==> src/rtl/carry_save_adder.sv <==
`default_nettype none
// ============================================================================
//  Module      : carry_save_adder
//  Description : Four-operand unsigned adder, S = W + X + Y + Z.
//                The operands pass through two carry-save levels built from
//                full-adder cells. A 6-bit ripple-carry adder then resolves
//                the result, and the result is registered once.
//
//  Ports       : clk              system clock, rising edge
//                reset_n          asynchronous active-low reset
//                w0..w3           operand W, w0 = LSB
//                x0..x3           operand X, x0 = LSB
//                y0..y3           operand Y, y0 = LSB
//                z0..z3           operand Z, z0 = LSB
//                s0..s5           registered sum, s0 = LSB (range 0..60)
//
//  Revision    : 1.0  initial release
// ============================================================================

// ----------------------------------------------------------------------------
//  Single-bit full-adder cell shared by the CSA levels and the ripple stage.
// ----------------------------------------------------------------------------
module carry_save_adder_fa (
    input  logic a,
    input  logic b,
    input  logic cin,
    output logic sum,
    output logic cout
);
    assign sum  = a ^ b ^ cin;
    assign cout = (a & b) | (a & cin) | (b & cin);
endmodule

module carry_save_adder (
    input  logic clk,
    input  logic reset_n,
    input  logic w0,
    input  logic w1,
    input  logic w2,
    input  logic w3,
    input  logic x0,
    input  logic x1,
    input  logic x2,
    input  logic x3,
    input  logic y0,
    input  logic y1,
    input  logic y2,
    input  logic y3,
    input  logic z0,
    input  logic z1,
    input  logic z2,
    input  logic z3,
    output logic s0,
    output logic s1,
    output logic s2,
    output logic s3,
    output logic s4,
    output logic s5
);

    localparam int OP_W  = 4;
    localparam int CSA_W = 5;
    localparam int SUM_W = 6;

    logic [OP_W-1:0]  w_w;
    logic [OP_W-1:0]  w_x;
    logic [OP_W-1:0]  w_y;
    logic [OP_W-1:0]  w_z;

    // Level-1 outputs. The carry vector carries weight 2.
    logic [OP_W-1:0]  w_s1;
    logic [OP_W-1:0]  w_c1;

    // Level-2 inputs, aligned to a common 5-bit span, and the level-2 outputs.
    logic [CSA_W-1:0] w_l2_a;
    logic [CSA_W-1:0] w_l2_b;
    logic [CSA_W-1:0] w_l2_c;
    logic [CSA_W-1:0] w_s2;
    logic [CSA_W-1:0] w_c2;

    // Ripple stage operands, the carry chain and the result.
    logic [SUM_W-1:0] w_rc_a;
    logic [SUM_W-1:0] w_rc_b;
    logic [SUM_W-1:0] w_rc_carry;
    logic [SUM_W-1:0] w_sum;

    logic [SUM_W-1:0] r_sum;

    assign w_w = {w3, w2, w1, w0};
    assign w_x = {x3, x2, x1, x0};
    assign w_y = {y3, y2, y1, y0};
    assign w_z = {z3, z2, z1, z0};

    // ------------------------------------------------------------------
    // CSA level 1: W + X + Y -> S1 + 2*C1
    // ------------------------------------------------------------------
    generate
        for (genvar i = 0; i < OP_W; i++) begin : g_csa1
            carry_save_adder_fa u_fa (
                .a    (w_w[i]),
                .b    (w_x[i]),
                .cin  (w_y[i]),
                .sum  (w_s1[i]),
                .cout (w_c1[i])
            );
        end
    endgenerate

    // ------------------------------------------------------------------
    // CSA level 2: S1 + {C1,0} + Z -> S2 + 2*C2, over a 5-bit span.
    // Top bit: only C1[3] is non-zero, so C2[4] is always 0.
    // ------------------------------------------------------------------
    assign w_l2_a = {1'b0, w_s1};
    assign w_l2_b = {w_c1, 1'b0};
    assign w_l2_c = {1'b0, w_z};

    generate
        for (genvar i = 0; i < CSA_W; i++) begin : g_csa2
            carry_save_adder_fa u_fa (
                .a    (w_l2_a[i]),
                .b    (w_l2_b[i]),
                .cin  (w_l2_c[i]),
                .sum  (w_s2[i]),
                .cout (w_c2[i])
            );
        end
    endgenerate

    // ------------------------------------------------------------------
    // Final 6-bit ripple-carry adder: S2 + {C2,0}.
    // The maximum sum is 60, so the carry out of bit 5 is always 0.
    // Bit 5 therefore needs only the sum half of a full adder.
    // ------------------------------------------------------------------
    assign w_rc_a        = {1'b0, w_s2};
    assign w_rc_b        = {w_c2, 1'b0};
    assign w_rc_carry[0] = 1'b0;

    generate
        for (genvar i = 0; i < SUM_W - 1; i++) begin : g_ripple
            carry_save_adder_fa u_fa (
                .a    (w_rc_a[i]),
                .b    (w_rc_b[i]),
                .cin  (w_rc_carry[i]),
                .sum  (w_sum[i]),
                .cout (w_rc_carry[i+1])
            );
        end
    endgenerate

    assign w_sum[SUM_W-1] = w_rc_a[SUM_W-1] ^ w_rc_b[SUM_W-1] ^ w_rc_carry[SUM_W-1];

    // ------------------------------------------------------------------
    // Output register: captures a new sum on every edge.
    // ------------------------------------------------------------------
    always_ff @(posedge clk or negedge reset_n) begin
        if (!reset_n) begin
            r_sum <= '0;
        end else begin
            r_sum <= w_sum;
        end
    end

    assign s0 = r_sum[0];
    assign s1 = r_sum[1];
    assign s2 = r_sum[2];
    assign s3 = r_sum[3];
    assign s4 = r_sum[4];
    assign s5 = r_sum[5];

endmodule
`default_nettype wire

==> config.mk <==
export PLATFORM = sky130hd
export DESIGN_NAME = carry_save_adder
export DESIGN_NICKNAME = d
export VERILOG_FILES = /design/src/rtl/carry_save_adder.sv
export SDC_FILE = /design/constraint.sdc
export NUM_CORES = 1
export LEC_CHECK = 0
export CAP_MARGIN = 10
export CORE_AREA = 8 8 45 47
export CTS_CLUSTER_SIZE = 12
export DETAILED_ROUTE_END_ITERATION = 16
export DIE_AREA = 0 0 53 55
export GPL_ROUTABILITY_DRIVEN = 0
export PLACE_DENSITY = 0.68
export SYNTH_ARGS = -nofsm -noshare
export SYNTH_HDL_FRONTEND = slang
export SYNTH_SLANG_ARGS = --single-unit
==> constraint.sdc <==
create_clock -name clk -period 0.9 [get_ports clk]
set_input_delay 0.18 -clock clk [delete_from_list [all_inputs] [get_ports clk]]
set_output_delay 0.18 -clock clk [all_outputs]
set_load 0.02 [all_outputs]
### Word-level counts from Yosys, hierarchy flattened

Cells that the tools add are included.
W data, S select, Z words.

| storage, ports and cells | value |
|---|---|
| bits in registers | 6 |
| input port bits | 18 |
| output and inout bits | 6 |

| cells by class | value |
|---|---|
| bitwise logic cells | 74 |

Operators by type and width:

| kind | count |
|---|---|
| $and A1 B1 Y1 | 32 |
| $xor A1 B1 Y1 | 22 |
| $or A1 B1 Y1 | 20 |

### Depth between registers and ports, before layout

Gate-level depths: netlist (run 1).

| logic depth | value |
|---|---|
| word-level depth | 15 |
| mapped depth | 10 |
| gate-level depth less buffers | 10 |

### Modules after synthesis

A second synthesis (run 1) with hierarchy kept.

| second synthesis, totals | value |
|---|---|
| cell total of the unflattened synthesis | 22 |
| area total of the unflattened synthesis | 442.9 um^2 |

Modules (own cells, without submodules):

| module | times used | cells each | area each (um^2) | seq. area each (um^2) |
|---|---|---|---|---|
| carry_save_adder_fa | 14 | 1 | 20.0 | 0.0 |
| carry_save_adder | 1 | 8 | 162.7 | 150.1 |

### Worst setup path before layout (run 1)

No wires, ideal clock.

| timing | value |
|---|---|
| kind | input -> register |
| start | in w1 |
| end | reg r_sum[4] |
| setup time | 135 ps |
| arrival time | 2,477 ps |
| required time | 765 ps |
| setup slack | -1,712 ps |
| cell stages on the path | 10 |
| path buffers | 0 |
| path through | fa_1 > inv_1 > fa_1 > inv_1 > ha_1 > fa_1 > inv_1 > fa_1 > inv_1 > fa_1 |

| between the ends | value |
|---|---|
| word-level cells in the longest chain between the ends | 12 |
| elaborated cells on any way between the ends | 30 |

Ends and longest elaborated chain:

| item | line | RTL |
|---|---|---|
| from (decl) | 38 | `input logic w1,` |
| $and A1 B1 Y1 or $xor A1 B1 Y1 (tied branches) | 31, 30 |  |
| $or A1 B1 Y1 or $xor A1 B1 Y1 (tied branches) | 31, 30 |  |
| $or A1 B1 Y1, or another cell as far along | 31 | `assign cout = (a & b) \| (a & cin) \| (b & cin);` |
| $xor A1 B1 Y1 or $or A1 B1 Y1 (tied branches) | 30, 31 |  |
| $xor A1 B1 Y1, or another cell as far along | 30 | `assign sum = a ^ b ^ cin;` |
| $and A1 B1 Y1 | 31 |  |
| $or A1 B1 Y1 (2 in series) | 31 |  |
| $and A1 B1 Y1 | 31 |  |
| $or A1 B1 Y1 | 31 |  |
| $or A1 B1 Y1 (*) | 31 |  |
| $xor A1 B1 Y1 (*) | 30 |  |
| net g_ripple[4].u_fa.sum | 27 | `output logic sum,` |
| to (signal assigned) | 159 | `r_sum <= w_sum;` |
| to (decl) | 87 | `logic [SUM_W-1:0] r_sum;` |

Mark *: on every way through the listed nets, which the timed path passes. The rest lies on a longest branch.

### Worst setup path after layout (run 1)

Ends and elaborated chain as after synthesis.

==> results of run 1 <==
==> where the power goes <==
| part | total [uW] | switching (uW) | leakage [uW] | internal [uW] |
|---|---|---|---|---|
| sequential | 428 | 48.0 | 0.0000702 | 380 |
| clock | 237 | 86.7 | 0.0000138 | 150 |
| combinational | 748 | 356 | 0.000295 | 393 |
==> per-layer routing <==
metal,vias up,GRT usage
li1,146,-
met1,156,0.06032
met2,17,0.1035
met3,0,0.03209
met4,0,0.05172
met5,-,0
==> cell usage in the layout, fill, tap and decap left out, drive strengths merged <==
cell type	count
buf	10
clkbuf	5
clkdlybuf4s15	1
clkdlybuf4s50	8
dfrtp	6
dlygate4sd2	2
fa	10
ha	2
inv	19
==> worst min-delay path by stage <==
| stage | cells after the start | slack [ps] | endpoint | start |
|---|---|---|---|---|
| finish | 1 | 180 | r_sum[3] | reset_n |
| floorplan | 0 | -120 | r_sum[0] | reset_n |
| CTS | 1 | 180 | r_sum[0] | reset_n |
| global route | 1 | 190 | r_sum[3] | reset_n |
| global placement | 1 | 430 | r_sum[0] | reset_n |
| detailed placement | 1 | 430 | r_sum[0] | reset_n |
==> worst max-delay path, delay by kind of cell <==
| family | cells | cell delay [ps] |
|---|---|---|
| adders and majority gates | 6 | 2150 |
| buffers and inverters | 5 | 280 |
==> what timing repair did <==
action | in CTS | in global routing
hold buffers | 0 | 0
setup buffers | 0 | 0
pin swaps | 9 | 10
endpoints found under the setup margin | 12 | 12
resized for setup | 59 | 9
==> synth_stat cells <==
cell / count / area share
inv_1: 19 / 0.16
ha_1: 2 / 0.056
fa_1: 10 / 0.45
dfrtp_1: 6 / 0.34
==> metrics by stage <==
step | setup WS [ps] | utilization | TNS, ps | power (uW)
2_1_floorplan | -1661 | - | -6576 | 776.9
3_3_place_gp | -2147 | 0.5163 | -10550 | 1120
3_5_place_dp | -2166 | 0.5163 | -10610 | 1138
4_1_cts | -1603 | 0.5289 | -6396 | 1432
5_1_grt | -1656 | 0.5389 | -6574 | 1539
6_report | -1604 | 0.5389 | -6140 | 1413
==> cell families after synthesis <==
logic type	count (synthesis)	synth area share
adders and majority gates	12	0.5042
DFF	6	0.3361
buffers and inverters	19	0.1597
==> cell type report <==
| class | instances | area (um^2) | area share |
|---|---|---|---|
| flip-flops and latches | 6 | 150.1 | 0.2013 |
| inverters | 19 | 71.32 | 0.09564 |
| multi-input cells | 12 | 257.7 | 0.3456 |
| well taps | 16 | 20.02 | 0.02685 |
| clock buffers | 3 | 22.52 | 0.03020 |
| repair buffers | 23 | 224.0 | 0.3003 |
==> flow_summary.json, run 1 <==
{
  "required_ps": 1010,
  "period_share": 2.783,
  "placed_area_um2": 714.4,
  "arrival_ps": 2610,
  "grt_setup_unrepaired": "true",
  "first_pass_iters": 2,
  "fmax_ghz": 0.3993,
  "synthCells": 37,
  "synth_area_um2": 446.7,
  "finalMaxSlewViolations": 0,
  "met2WireLength_um": 456,
  "ant_nets": 0,
  "fillCellCount": 132,
  "ys_ff_latch": 6,
  "ys_types": 4,
  "ir_worst_vdd_uv": 1048,
  "crit_path_cell_trace": "buf_6 > fa_1 > inv_1 > fa_1 > inv_2 > ha_4 > fa_2 > inv_2 > fa_2 > inv_2 > fa_1",
  "critPathKind": "input pin to flop",
  "place_inst": 76,
  "drive_above_1_share": 0.3968,
  "finalWorstSetupSlack_ps": -1604,
  "dp_hpwl_um": 742.9,
  "drc_errors": 0,
  "relSlewSlack": 0.8302,
  "fp.dieH_um": 55,
  "met1_length_um": 285,
  "antenna_found_initial": 0,
  "die_area_mm2": 0.002915,
  "instances_no_fill": 79,
  "ctsHtreeMaxLevel": 1,
  "crit_path_start": "w1",
  "synth_fp_nets": 67,
  "power_leakage_uw": 0.0003789,
  "drt-initial-drc-count": 2,
  "grt_max_degree": 7,
  "post_drt_wl_per_cell_um": 10.41,
  "design_area_um2": 745.7,
  "path_clk_slew_ps": 40,
  "numCtsBuffers": 3,
  "rows": 14,
  "status": "finished, violations left",
  "grt_pass1_vias": 347,
  "fin_hold_ws_ps": 175.8,
  "hold_violations": 0,
  "regMostFlops": "r_sum",
  "core-area_mm2": 0.001384,
  "track_usage": 0.06382,
  "cts_tree": "built",
  "critical_path_peak_fanout": 1,
  "ys_seq_area_frac": 0.3361,
  "diodes": 0,
  "clock_path_buffers": 2,
  "routed.top_layer": "met3",
  "drv_cap": 0,
  "hold_class": "input pin to async pin",
  "largest_reg_flops": 6,
  "endpoint": "r_sum[4]",
  "power.density_mw_per_mm2": 1895,
  "clock-sinks": 6,
  "io_pins": 24,
  "period_minus_slack_ps": 2504,
  "vias": 319,
  "cts-root-buf": "clkbuf_4",
  "yosysWarnings": 0,
  "crit_slowest_cell": "fa_1",
  "initial_core_util": 0.3228,
  "avgViaCountPerCell": 4.038,
  "final-setup-viol-count": 12,
  "portBuffers": 23,
  "syn_avg_cell_area_um2": 12.07,
  "area_delta_synth_final_pct": 66.95,
  "violations": "negative setup slack",
  "grt_pass1_wl_um": 1338,
  "wl_met3_um": 80,
  "cpPeakStageDelay_ps": 520,
  "grt_overflow": 0,
  "endpoint_kind": "flop",
  "top_regs": "r_sum x6",
  "routed_wl_um": 822,
  "cp-start-kind": "input pin",
  "tightest_slew_ps": 253.9,
  "fin_nets": 95,
  "die_w_um": 53
}
Note: power is estimated with default switching activity, not from simulation.
==> run 2, diff against run 1 <==
--- a/config.mk
+++ b/config.mk
@@ -11,6 +11,7 @@
 export DETAILED_ROUTE_END_ITERATION = 16
 export DIE_AREA = 0 0 53 55
 export GPL_ROUTABILITY_DRIVEN = 0
+export HOLD_SLACK_MARGIN = 0.06
 export PLACE_DENSITY = 0.68
 export SYNTH_ARGS = -nofsm -noshare
 export SYNTH_HDL_FRONTEND = slang
==> results of run 2 <==
The final DEF is identical to that of run 1; final timing and power are the same.
